## src/rtl/fetch_unit.sv

```systemverilog
`timescale 1ns/1ps
`default_nettype none
// ============================================================================
// Module   : fetch_unit
// Purpose  : Single-outstanding instruction fetch stage. Requests the word at
//            Pc, holds it for the datapath until retired, then advances Pc
//            sequentially (Pc+4) or to a branch target.
// Revision : 1.0 - initial release
// ----------------------------------------------------------------------------
// Ports:
//   clk, rst     - clock, synchronous active-high reset
//   NextPcSrc    - 1 = next Pc is BrTarget, 0 = Pc+4 (sampled on retire)
//   BrTarget     - branch/jump target address
//   InstRetire   - datapath consumed the held instruction this cycle
//   ImemReq/Addr - instruction-memory read request and address
//   ImemAck/Data - memory response strobe and returned word
//   Inst/InstValid - held instruction and its valid flag
//   Pc/PcPlus4   - address of Inst and that address plus 4 (wrapping)
//   MisalignErr  - sticky misaligned branch target flag
// Configuration macro:
//   MISALIGN_TRAP_EN - when defined, a taken branch to a target with
//                      BrTarget[1:0]!=0 halts the unit and sets MisalignErr.
//                      When undefined, the low target bits are cleared.
// ============================================================================
module fetch_unit #(
  parameter logic [31:0] RESET_PC = 32'h00000000
) (
  input  logic        clk,
  input  logic        rst,
  input  logic        NextPcSrc,
  input  logic [31:0] BrTarget,
  input  logic        InstRetire,
  output logic        ImemReq,
  output logic [31:0] ImemAddr,
  input  logic        ImemAck,
  input  logic [31:0] ImemData,
  output logic [31:0] Inst,
  output logic        InstValid,
  output logic [31:0] Pc,
  output logic [31:0] PcPlus4,
  output logic        MisalignErr
);

  localparam logic [31:0] C_NOP_INST = 32'h00000013;

`ifdef MISALIGN_TRAP_EN
  typedef enum logic [1:0] {
    ST_FETCH = 2'd0,
    ST_HOLD  = 2'd1,
    ST_HALT  = 2'd2
  } state_t;
`else
  typedef enum logic [0:0] {
    ST_FETCH = 1'b0,
    ST_HOLD  = 1'b1
  } state_t;
`endif

  state_t      state_q, state_d;
  logic [31:0] pc_q, pc_d;
  logic [31:0] inst_q, inst_d;
  logic [31:0] w_pc_plus4;

  // Natural 32-bit overflow gives the required wrap from FFFFFFFC to 0.
  assign w_pc_plus4 = pc_q + 32'd4;

`ifdef MISALIGN_TRAP_EN
  logic err_q, err_d;
`else
  // Low target bits are discarded when no trap is built in.
  logic w_unused_br_lsb;
  assign w_unused_br_lsb = ^BrTarget[1:0];
`endif

  always_comb begin
    state_d = state_q;
    pc_d    = pc_q;
    inst_d  = inst_q;
`ifdef MISALIGN_TRAP_EN
    err_d   = err_q;
`endif
    case (state_q)
      ST_FETCH: begin
        if (ImemAck) begin
          inst_d  = ImemData;
          state_d = ST_HOLD;
        end
      end
      ST_HOLD: begin
        // Branch inputs only matter at the moment of retirement.
        if (InstRetire) begin
          if (NextPcSrc) begin
`ifdef MISALIGN_TRAP_EN
            if (BrTarget[1:0] != 2'b00) begin
              err_d   = 1'b1;
              state_d = ST_HALT;
            end else begin
              pc_d    = BrTarget;
              state_d = ST_FETCH;
            end
`else
            pc_d    = {BrTarget[31:2], 2'b00};
            state_d = ST_FETCH;
`endif
          end else begin
            pc_d    = w_pc_plus4;
            state_d = ST_FETCH;
          end
        end
      end
`ifdef MISALIGN_TRAP_EN
      ST_HALT: begin
        // Only reset leaves this state.
        state_d = ST_HALT;
      end
      default: begin
        state_d = ST_FETCH;
      end
`endif
    endcase
  end

  always_ff @(posedge clk) begin
    if (rst) begin
      state_q <= ST_FETCH;
      pc_q    <= RESET_PC;
      inst_q  <= C_NOP_INST;
`ifdef MISALIGN_TRAP_EN
      err_q   <= 1'b0;
`endif
    end else begin
      state_q <= state_d;
      pc_q    <= pc_d;
      inst_q  <= inst_d;
`ifdef MISALIGN_TRAP_EN
      err_q   <= err_d;
`endif
    end
  end

  // Request/valid are masked by rst so they read 0 for the whole reset
  // window, not only after the first reset edge.
  assign ImemReq   = !rst && (state_q == ST_FETCH);
  assign InstValid = !rst && (state_q == ST_HOLD);
  assign ImemAddr  = pc_q;
  assign Pc        = pc_q;
  assign PcPlus4   = w_pc_plus4;
  assign Inst      = inst_q;
`ifdef MISALIGN_TRAP_EN
  assign MisalignErr = err_q;
`else
  assign MisalignErr = 1'b0;
`endif

endmodule
`default_nettype wire

```

## config.mk

```make
export PLATFORM = sky130hd
export DESIGN_NAME = fetch_unit
export DESIGN_NICKNAME = d
export VERILOG_FILES = /design/src/rtl/fetch_unit.sv
export SDC_FILE = /design/constraint.sdc
export NUM_CORES = 1
export LEC_CHECK = 0
export ABC_AREA = 1
export BUFFER_PORTS_ARGS = -buffer_cell sky130_fd_sc_hd__buf_2
export CAP_MARGIN = 20
export CELL_PAD_IN_SITES_DETAIL_PLACEMENT = 1
export CELL_PAD_IN_SITES_GLOBAL_PLACEMENT = 2
export CORE_AREA = 2 2 130 132
export CTS_CLUSTER_SIZE = 14
export DETAILED_ROUTE_END_ITERATION = 8
export DIE_AREA = 0 0 132 134
export PLACE_DENSITY = 0.9
export SYNTH_ARGS = -nofsm -noshare
export SYNTH_HDL_FRONTEND = slang
export SYNTH_SLANG_ARGS = --single-unit
```

## constraint.sdc

```tcl
create_clock -name clk -period 3.08 [get_ports clk]
set_input_delay 0.154 -clock clk [delete_from_list [all_inputs] [get_ports clk]]
set_output_delay 0.154 -clock clk [all_outputs]
set_load 0.005 [all_outputs]
```

==> results of run 1 <==
power by group through the flow:
stage	Clock (uW)	Combinational [uW]	Sequential, uW
after global placement	0	303	929
after global routing	1190	342	922
after CTS	1160	308	914
after floorplan	0	164	926
final	1130	301	913
after detailed placement	0	307	930
worst reg2reg max path, delay by kind of cell (launching register included):
kind,cells,cell delay [ps]
buffers and inverters,2,1010
DFF,1,370
and+or+nand+nor,3,350
kinds of logic after synthesis:
family,synth area share [%]
AOI/OAI and AO/OA,9.685
xor gates and xnor gates,1.677
adders and majority gates,0.3422
buffers and inverters,13.93
DFF,34.50
muxes,0.2738
other,0.1026
and+or+nand+nor,39.49
cell type report:
type | instances | area share [%]
multi-input combinational | 424 | 38.96
clock inverter | 3 | 1.329
clock buffer | 13 | 5.314
tap | 220 | 5.621
sequential | 63 | 25.75
timing repair buffer | 193 | 19.88
inverter | 41 | 3.143
sequential cells by signal, summed over array words and instances, names as in the netlist:
signal and cells:
Inst 32, state_q 1, ImemAddr 30
layer usage:
metal	routed length [um]	global-route usage [%]	up-vias
met5	13	0	-
met4	135	4.710	2
met3	1127	5.404	10
met2	5986	24.28	138
met1	5697	17.60	1777
li1	-	-	2052
worst min path at each step:
stage | from | to | slack, ps | depth (start not counted)
floorplan | ImemData[0] | Inst[0]$_SDFFE_PP1P_ | 280 | 2
CTS | ImemData[0] | Inst[0]$_SDFFE_PP1P_ | 20 | 3
detailed placement | ImemData[0] | Inst[0]$_SDFFE_PP1P_ | 380 | 3
global route | ImemData[1] | Inst[1]$_SDFFE_PP1P_ | 30 | 3
global placement | ImemData[0] | Inst[0]$_SDFFE_PP1P_ | 360 | 3
finish | ImemData[0] | Inst[0]$_SDFFE_PP1P_ | 30 | 3
placed cells by master (no fill, tap or decap), drive strengths merged:
cell and n:
buf 193, nand2 162, nor2 145, o21ai 65
dfxtp 63, inv 41, nand3 27, clkbuf 13
xor2 7, conb 7, o22ai 3, and2 2
nand3b 2, a21oi 2, bufinv 2, mux2i 1
ha 1, clkinv 1
cell usage after synthesis (2+ instances only):
master / count / area (um2)
sky130_fd_sc_hd__a21oi_1: 2 / 10.01
sky130_fd_sc_hd__and2_1: 2 / 12.51
sky130_fd_sc_hd__nor2_4: 8 / 90.09
sky130_fd_sc_hd__nand2_1: 153 / 574.3
sky130_fd_sc_hd__nand2_4: 3 / 33.78
sky130_fd_sc_hd__o21ai_1: 14 / 70.07
sky130_fd_sc_hd__nor2_1: 130 / 488.0
sky130_fd_sc_hd__inv_1: 39 / 146.4
sky130_fd_sc_hd__dfxtp_1: 63 / 1261
sky130_fd_sc_hd__nor2_2: 6 / 37.54
sky130_fd_sc_hd__o22ai_1: 3 / 18.77
sky130_fd_sc_hd__o21ai_0: 51 / 255.2
sky130_fd_sc_hd__xor2_1: 7 / 61.31
sky130_fd_sc_hd__nand3b_1: 2 / 15.01
sky130_fd_sc_hd__buf_4: 37 / 277.8
sky130_fd_sc_hd__buf_2: 5 / 25.02
sky130_fd_sc_hd__nand2_2: 6 / 37.54
sky130_fd_sc_hd__clkbuf_1: 14 / 52.55
sky130_fd_sc_hd__nand3_1: 27 / 135.1
sky130_fd_sc_hd__inv_2: 2 / 7.510
per-stage QoR:
| step | util, % | worst slack [ps] |
|---|---|---|
| after floorplan | - | 1618 |
| after global placement | 28.07 | 1296 |
| after detailed placement | 28.07 | 1269 |
| after CTS | 30.06 | 924.3 |
| after global routing | 30.06 | 815.2 |
| final | 30.06 | 985.3 |
==> metrics.log, run 1 <==
INFO  metric antenna-diode-count = 0
INFO  metric slowest_stage_delay_on_critical_path = between 400 and 500 ps
INFO  metric chipWidth = approximately 130 um
INFO  metric worst_hold_slack = about 32 ps
INFO  metric grt_pass1_vias = 3990
INFO  metric end_kind = primary output
INFO  metric avgViaCountPerCell = 4.158
INFO  metric cp_data_required_time = 2930 ps
INFO  metric timing.rr.end = Inst[23]$_SDFFE_PP0P_
INFO  metric number_of_cells_upsized_or_downsized_after_cts = 0
INFO  metric clkPwrFrac = 48.2%
INFO  metric startpoint = ImemAddr[2]$_SDFFE_PP0P_
INFO  metric final_cells = between 900 and 1000
INFO  metric data_arrival_time_of_the_critical_path = 1940 ps
INFO  metric postCtsSetupBuffers = 0
INFO  metric pwr_density_cell = 478.6 mW/mm2
INFO  metric globalplace.congestion = 0.7554
INFO  metric power_frac_seq = 39.0%
INFO  metric crit_top_cell = sky130_fd_sc_hd__nand2_1
INFO  metric grt_start_max_net_pins = 34
INFO  metric final.setup.tns = 0 ps
INFO  metric outcome = completed
INFO  metric detailed_place_hpwl = 10040 um
INFO  metric worstSetupEndpoint = PcPlus4[24]
INFO  metric synth.lib_cells_used.distinct = 24
INFO  metric post_cts_hold_buffer_count = 0
INFO  metric min_path_type = in -> reg
INFO  metric finalClockSkew = about 10 ps
INFO  metric drt.antenna.violating_nets = 0
INFO  metric final-hold-violation-count = 0
INFO  metric clk_path_buf_depth = 2
INFO  metric grt_antenna_before_repair = 1
INFO  metric count_of_input_and_output_buffers = 190
INFO  metric cts-root-buf = sky130_fd_sc_hd__clkbuf_16
INFO  metric area_growth_syn_to_layout = 33.95%
INFO  metric synth.yosys.warnings = 0
INFO  metric critical_path_depth = 9
INFO  metric clock_insertion_delay_worst_skew = around 330 ps
INFO  metric synthCells = just under 600
INFO  metric worst-r2r-setup-slack = 1290 ps
INFO  metric synth-seq-area-share = 34.50%
INFO  metric slowest_stage = sky130_fd_sc_hd__dfxtp_1
INFO  metric drive_gt1_share = 31.61%
INFO  metric cell_chain_of_the_critical_path = ha_1 > nand2_2 > nor2_4 > nand2_2 > nor2_2 > nand2_1 > nand2_1 > nand2_1 > buf_2
INFO  metric fin_crit_sh = 68.01%
INFO  metric power_frac_comb = 12.8%
INFO  metric post-place-cells = 941
INFO  metric fillerInstances = 2120
INFO  metric grt.overflow.total = 0
INFO  metric sequential_cell_area = about 0.0013 mm2
INFO  metric ir_drop = 240.2 uV
INFO  metric floorplan.initialDensity = 22.44%
INFO  metric first_pass_grt_wire_length = 20640 um
INFO  metric synth_ff_type = sky130_fd_sc_hd__dfxtp_1
INFO  metric tritoncts = yes
INFO  metric routed_wirelength = 12960 um
INFO  metric critPathKind = reg -> out
INFO  metric setup_viol = 0
INFO  metric rsz_0062_raised_after_global_routing = false
INFO  metric max_freq = 477.4 MHz
INFO  metric post-route-cell-area = ~0.0049 mm2
INFO  metric cts_htree_levels = 3
INFO  metric final_max_slew_viol_count = 0
INFO  metric die_h = roughly 130 um
INFO  metric wl_per_cell = 13.54 um
INFO  metric power_report.internal_total = 1751 uW
INFO  metric synth_area_per_cell = 6.325 um2
INFO  metric drv.max_cap_violation_count = 0
INFO  metric dpl_cell_area = 0.004572 mm2
INFO  metric first_pass_iteration_count_of_the_detailed_router = 4
INFO  metric cts-buffers-inserted = 9
INFO  metric report.power.total = 2344 uW
INFO  metric initialDrtViolationCount = around 110
INFO  metric setup.worst_path.start_class = register
INFO  metric netSwitchingPower = between 500 and 600 uW
INFO  metric path_clk_slew = 60 ps
INFO  metric r2r.worst_path.cells = 5
INFO  metric timing.critical_path.buf_inv = 1
INFO  metric globalRouteTotalUtil = 14.64%
INFO  metric pin_count = 200
INFO  metric die_area = around 0.018 mm2
INFO  metric mapped_cell_area = 0.003656 mm2
INFO  metric design.final.nets = 802
INFO  metric cp_max_fo = 6
INFO  metric clkSinkCount = between 60 and 70
INFO  metric timing.final.crit_period = 2095 ps
INFO  metric timing_worst_slew_pin_value = 1036 ps
INFO  metric count_of_flip_flops_with_a_built_in_enable_after_synthesis = 0
INFO  metric vias = 3979
INFO  metric synth_seq_cells = 63
INFO  metric worst_slew_margin_rel = a little under a third
INFO  metric r2r-start = state_q$_SDFF_PP0_
INFO  metric asyncSetResetFlopFracSynth = 0%
INFO  metric drc = 0
INFO  metric core_area = 0.01629 mm2
INFO  metric multi_input_comb_area = 0.001908 mm2
INFO  metric power.share.switching = 25.27%
INFO  metric critPathTopFamily = simple AND/OR/NAND/NOR gates
INFO  metric placement_rows = between 40 and 50
INFO  metric power.leakage = 0.002593 uW
(Power assumes the default switching activity.)
==> inputs of run 2 (changes only) <==
Settings changed: CORE_AREA 2 2 130 132 to 2 2 139 141, DIE_AREA 0 0 132 134 to 0 0 141 143, PLACE_DENSITY 0.9 to 0.84.
Clock period 3.08 ns to 1.8 ns, I/O delays scaled along.
==> metrics.log, run 2 (same netlist as run 1, synthesis figures left out) <==
INFO  metric worst_hold_slack = 10.61 ps (-21.02 ps)
INFO  metric cts-root-buf = sky130_fd_sc_hd__clkbuf_16
INFO  metric area_growth_syn_to_layout = 54.24%
INFO  metric rsz_0062_raised_after_global_routing = true
INFO  metric end_kind = primary output
INFO  metric grt_antenna_before_repair = 4 (+3)
INFO  metric violations = setup timing
INFO  metric cp_data_required_time = 1710 ps (-1220 ps)
INFO  metric drv.max_cap_violation_count = 0 (unchanged)
INFO  metric final_max_slew_viol_count = 0 (unchanged)
INFO  metric detailed_place_hpwl = 10600 um (+5.6%)
INFO  metric power.share.switching = 26.90% (+1.6 points)
INFO  metric pin_count = 200 (unchanged)
INFO  metric layout_commonest_cell = sky130_fd_sc_hd__buf_2
INFO  metric outcome = finished, violations left
INFO  metric avgViaCountPerCell = 4.198 (+0.98%)
INFO  metric grt.overflow.total = 0 (unchanged)
INFO  metric finalClockSkew = 9.762 ps (-0.7021 ps)
INFO  metric grt_start_max_net_pins = 33 (-2.9%)
INFO  metric setup_slack = -29.68 ps (-1015 ps)
INFO  metric power_frac_comb = 15.8% (+3.0 points)
INFO  metric tritoncts = yes
INFO  metric fillerInstances = 2347 (+11%)
INFO  metric timing.final.crit_period = 1830 ps
INFO  metric power_frac_seq = 38.2% (-0.8 points)
INFO  metric setup_viol = 4 (+4)
INFO  metric globalplace.congestion = 0.7215 (-4.5%)
INFO  metric design.final.nets = 864 (+7.7%)
INFO  metric largest_reg_flops = 32 (unchanged)
INFO  metric cp_max_fo = 4 (-2)
INFO  metric final-hold-violation-count = 0 (unchanged)
INFO  metric floorplan.initialDensity = 19.68% (-2.8 points)
INFO  metric routed_wirelength = 14630 um (+13%)
INFO  metric core_area = 0.01858 mm2 (+14%)
INFO  metric critPathKind = reg -> out
INFO  metric data_arrival_time_of_the_critical_path = 1740 ps (-200 ps)
INFO  metric r2r.worst_path.cells = 11 (+6)
INFO  metric holdPathStages = 3 (unchanged)
INFO  metric clkPwrFrac = 46.0% (-2.2 points)
INFO  metric first_pass_iteration_count_of_the_detailed_router = 4 (unchanged)
INFO  metric fin_crit_sh = 101.6%
INFO  metric pwr_density_cell = 723.6 mW/mm2 (+51%)
INFO  metric clock_insertion_delay_worst_skew = 330 ps (about the same)
INFO  metric vias = 4337 (+9.0%)
INFO  metric antenna-diode-count = 0 (unchanged)
INFO  metric die_area = 0.02016 mm2 (+14%)
INFO  metric clk_path_buf_depth = 2 (unchanged)
INFO  metric drive_gt1_share = 39.17% (+7.6 points)
INFO  metric max_freq = approximately 550 MHz
INFO  metric first_pass_grt_wire_length = 22710 um (+10%)
INFO  metric netSwitchingPower = 1097 uW (+85%)
INFO  metric commonest_cells_after_routing_fill_and_taps_aside = 187 x sky130_fd_sc_hd__buf_2, 137 x sky130_fd_sc_hd__nand2_1, 126 x sky130_fd_sc_hd__nor2_1, 48 x sky130_fd_sc_hd__o21ai_0, 45 x sky130_fd_sc_hd__dfxtp_1
INFO  metric post-place-ws = 212.2 ps (-1057 ps)
INFO  metric timing.rr.end = ImemAddr[19]$_SDFFE_PP0P_
INFO  metric min_to = Inst[16]$_SDFFE_PP0P_
INFO  metric count_of_input_and_output_buffers = 190 (unchanged)
INFO  metric placement_rows = 50 (+6.4%)
INFO  metric power_report.internal_total = 2983 uW (+70%)
INFO  metric die_h = 143 um (+6.7%)
INFO  metric wl_per_cell = 14.16 um (+4.6%)
INFO  metric grt_pass1_vias = 4378 (+9.7%)
INFO  metric ir_drop = 380.4 uV (+58%)
INFO  metric worst-r2r-setup-slack = 70 ps (-1220 ps)
INFO  metric initialDrtViolationCount = 115 (+1.8%)
INFO  metric power.leakage = 0.002887 uW (+11%)
INFO  metric globalRouteTotalUtil = 14.31% (-0.33 points)
INFO  metric min_path_type = in -> reg
INFO  metric path_clk_slew = 60 ps (about the same)
INFO  metric drt.antenna.violating_nets = 0 (unchanged)
INFO  metric drc = 0 (unchanged)
INFO  metric cts_htree_levels = 3 (unchanged)
INFO  metric clkSinkCount = 63 (unchanged)
INFO  metric worstHoldStart = ImemData[16]
INFO  metric r2r-start = ImemAddr[2]$_SDFFE_PP0P_
INFO  metric chipWidth = 141 um (+6.8%)
INFO  metric cts-buffers-inserted = 9 (unchanged)
INFO  metric setup.worst_path.start_class = register
## run 2: how the worst max path moves through the flow
stage	from	endpoint	slack (ps)	depth (start not counted)
5_1_grt	ImemAddr[5]$_SDFFE_PP0P_	PcPlus4[22]	-160	8
3_3_place_gp	ImemAddr[2]$_SDFFE_PP0P_	ImemAddr[24]$_SDFFE_PP0P_	230	10
6_report	ImemAddr[2]$_SDFFE_PP0P_	PcPlus4[19]	-30	8
4_1_cts	ImemAddr[2]$_SDFFE_PP0P_	PcPlus4[19]	-50	7
2_1_floorplan	ImemAddr[3]$_SDFFE_PP0P_	ImemAddr[22]$_SDFFE_PP0P_	340	10
3_5_place_dp	ImemAddr[2]$_SDFFE_PP0P_	ImemAddr[24]$_SDFFE_PP0P_	210	10
## run 2: cell type report
class | count | area (um2) | share of cell area (%)
Timing Repair Buffer | 255 | 1558 | 27.62
Inverter | 41 | 157.7 | 2.796
Sequential cell | 63 | 1289 | 22.85
Clock inverter | 4 | 52.55 | 0.9319
Tap cell | 234 | 292.8 | 5.192
Clock buffer | 12 | 266.5 | 4.726
Multi-Input combinational cell | 424 | 2023 | 35.88
## run 2: metrics by stage
stage                     power, uW  util [%]  setup TNS, ps  area, um2  instances
after floorplan                1865         -              0       3679        584
after detailed placement       2152     25.45              0       4730        972
after CTS                      4130     29.41         -283.3       5465       1027
final                          4080     30.35         -49.96       5639       1033
after global routing           4289     30.35          -1997       5639       1033
after global placement         2144     25.45              0       4730        972
## run 2: what timing repair did
| item | CTS | global route |
|---|---|---|
| setup buffers | 10 | 8 |
| pin swaps | 12 | 23 |
| endpoints found under the setup margin | 19 | 23 |
| hold buffers | 29 | 0 |
| hold endpoints to repair | 29 | 0 |
| gates resized for setup | 19 | 43 |
## run 2: critical path, stage by stage, from the launching register on
cell and delay (ps):
sky130_fd_sc_hd__dfxtp_4 360, sky130_fd_sc_hd__buf_6 110, sky130_fd_sc_hd__clkinvlp_4 130, sky130_fd_sc_hd__nor2_8 180, sky130_fd_sc_hd__nand3b_1 200, sky130_fd_sc_hd__nor2_1 140, sky130_fd_sc_hd__nand2_1 70, sky130_fd_sc_hd__nand2_1 90
sky130_fd_sc_hd__buf_2 120
## run 2: power by group through the flow
stage	sequential [uW]	combinational, uW	clock [uW]
CTS	1560	636	1940
finish	1560	643	1880
detailed placement	1580	570	0
global route	1570	724	1990
floorplan	1590	280	0
global placement	1580	564	0
## run 2: metal layers
metal  vias up  share of wire [%]  GRT usage, %
met5         -               0.18             0
met4         4                1.6         4.632
met3        19                7.8         5.064
met2       155                 47         24.39
met1      1976                 44         16.84
li1       2183                  -             -
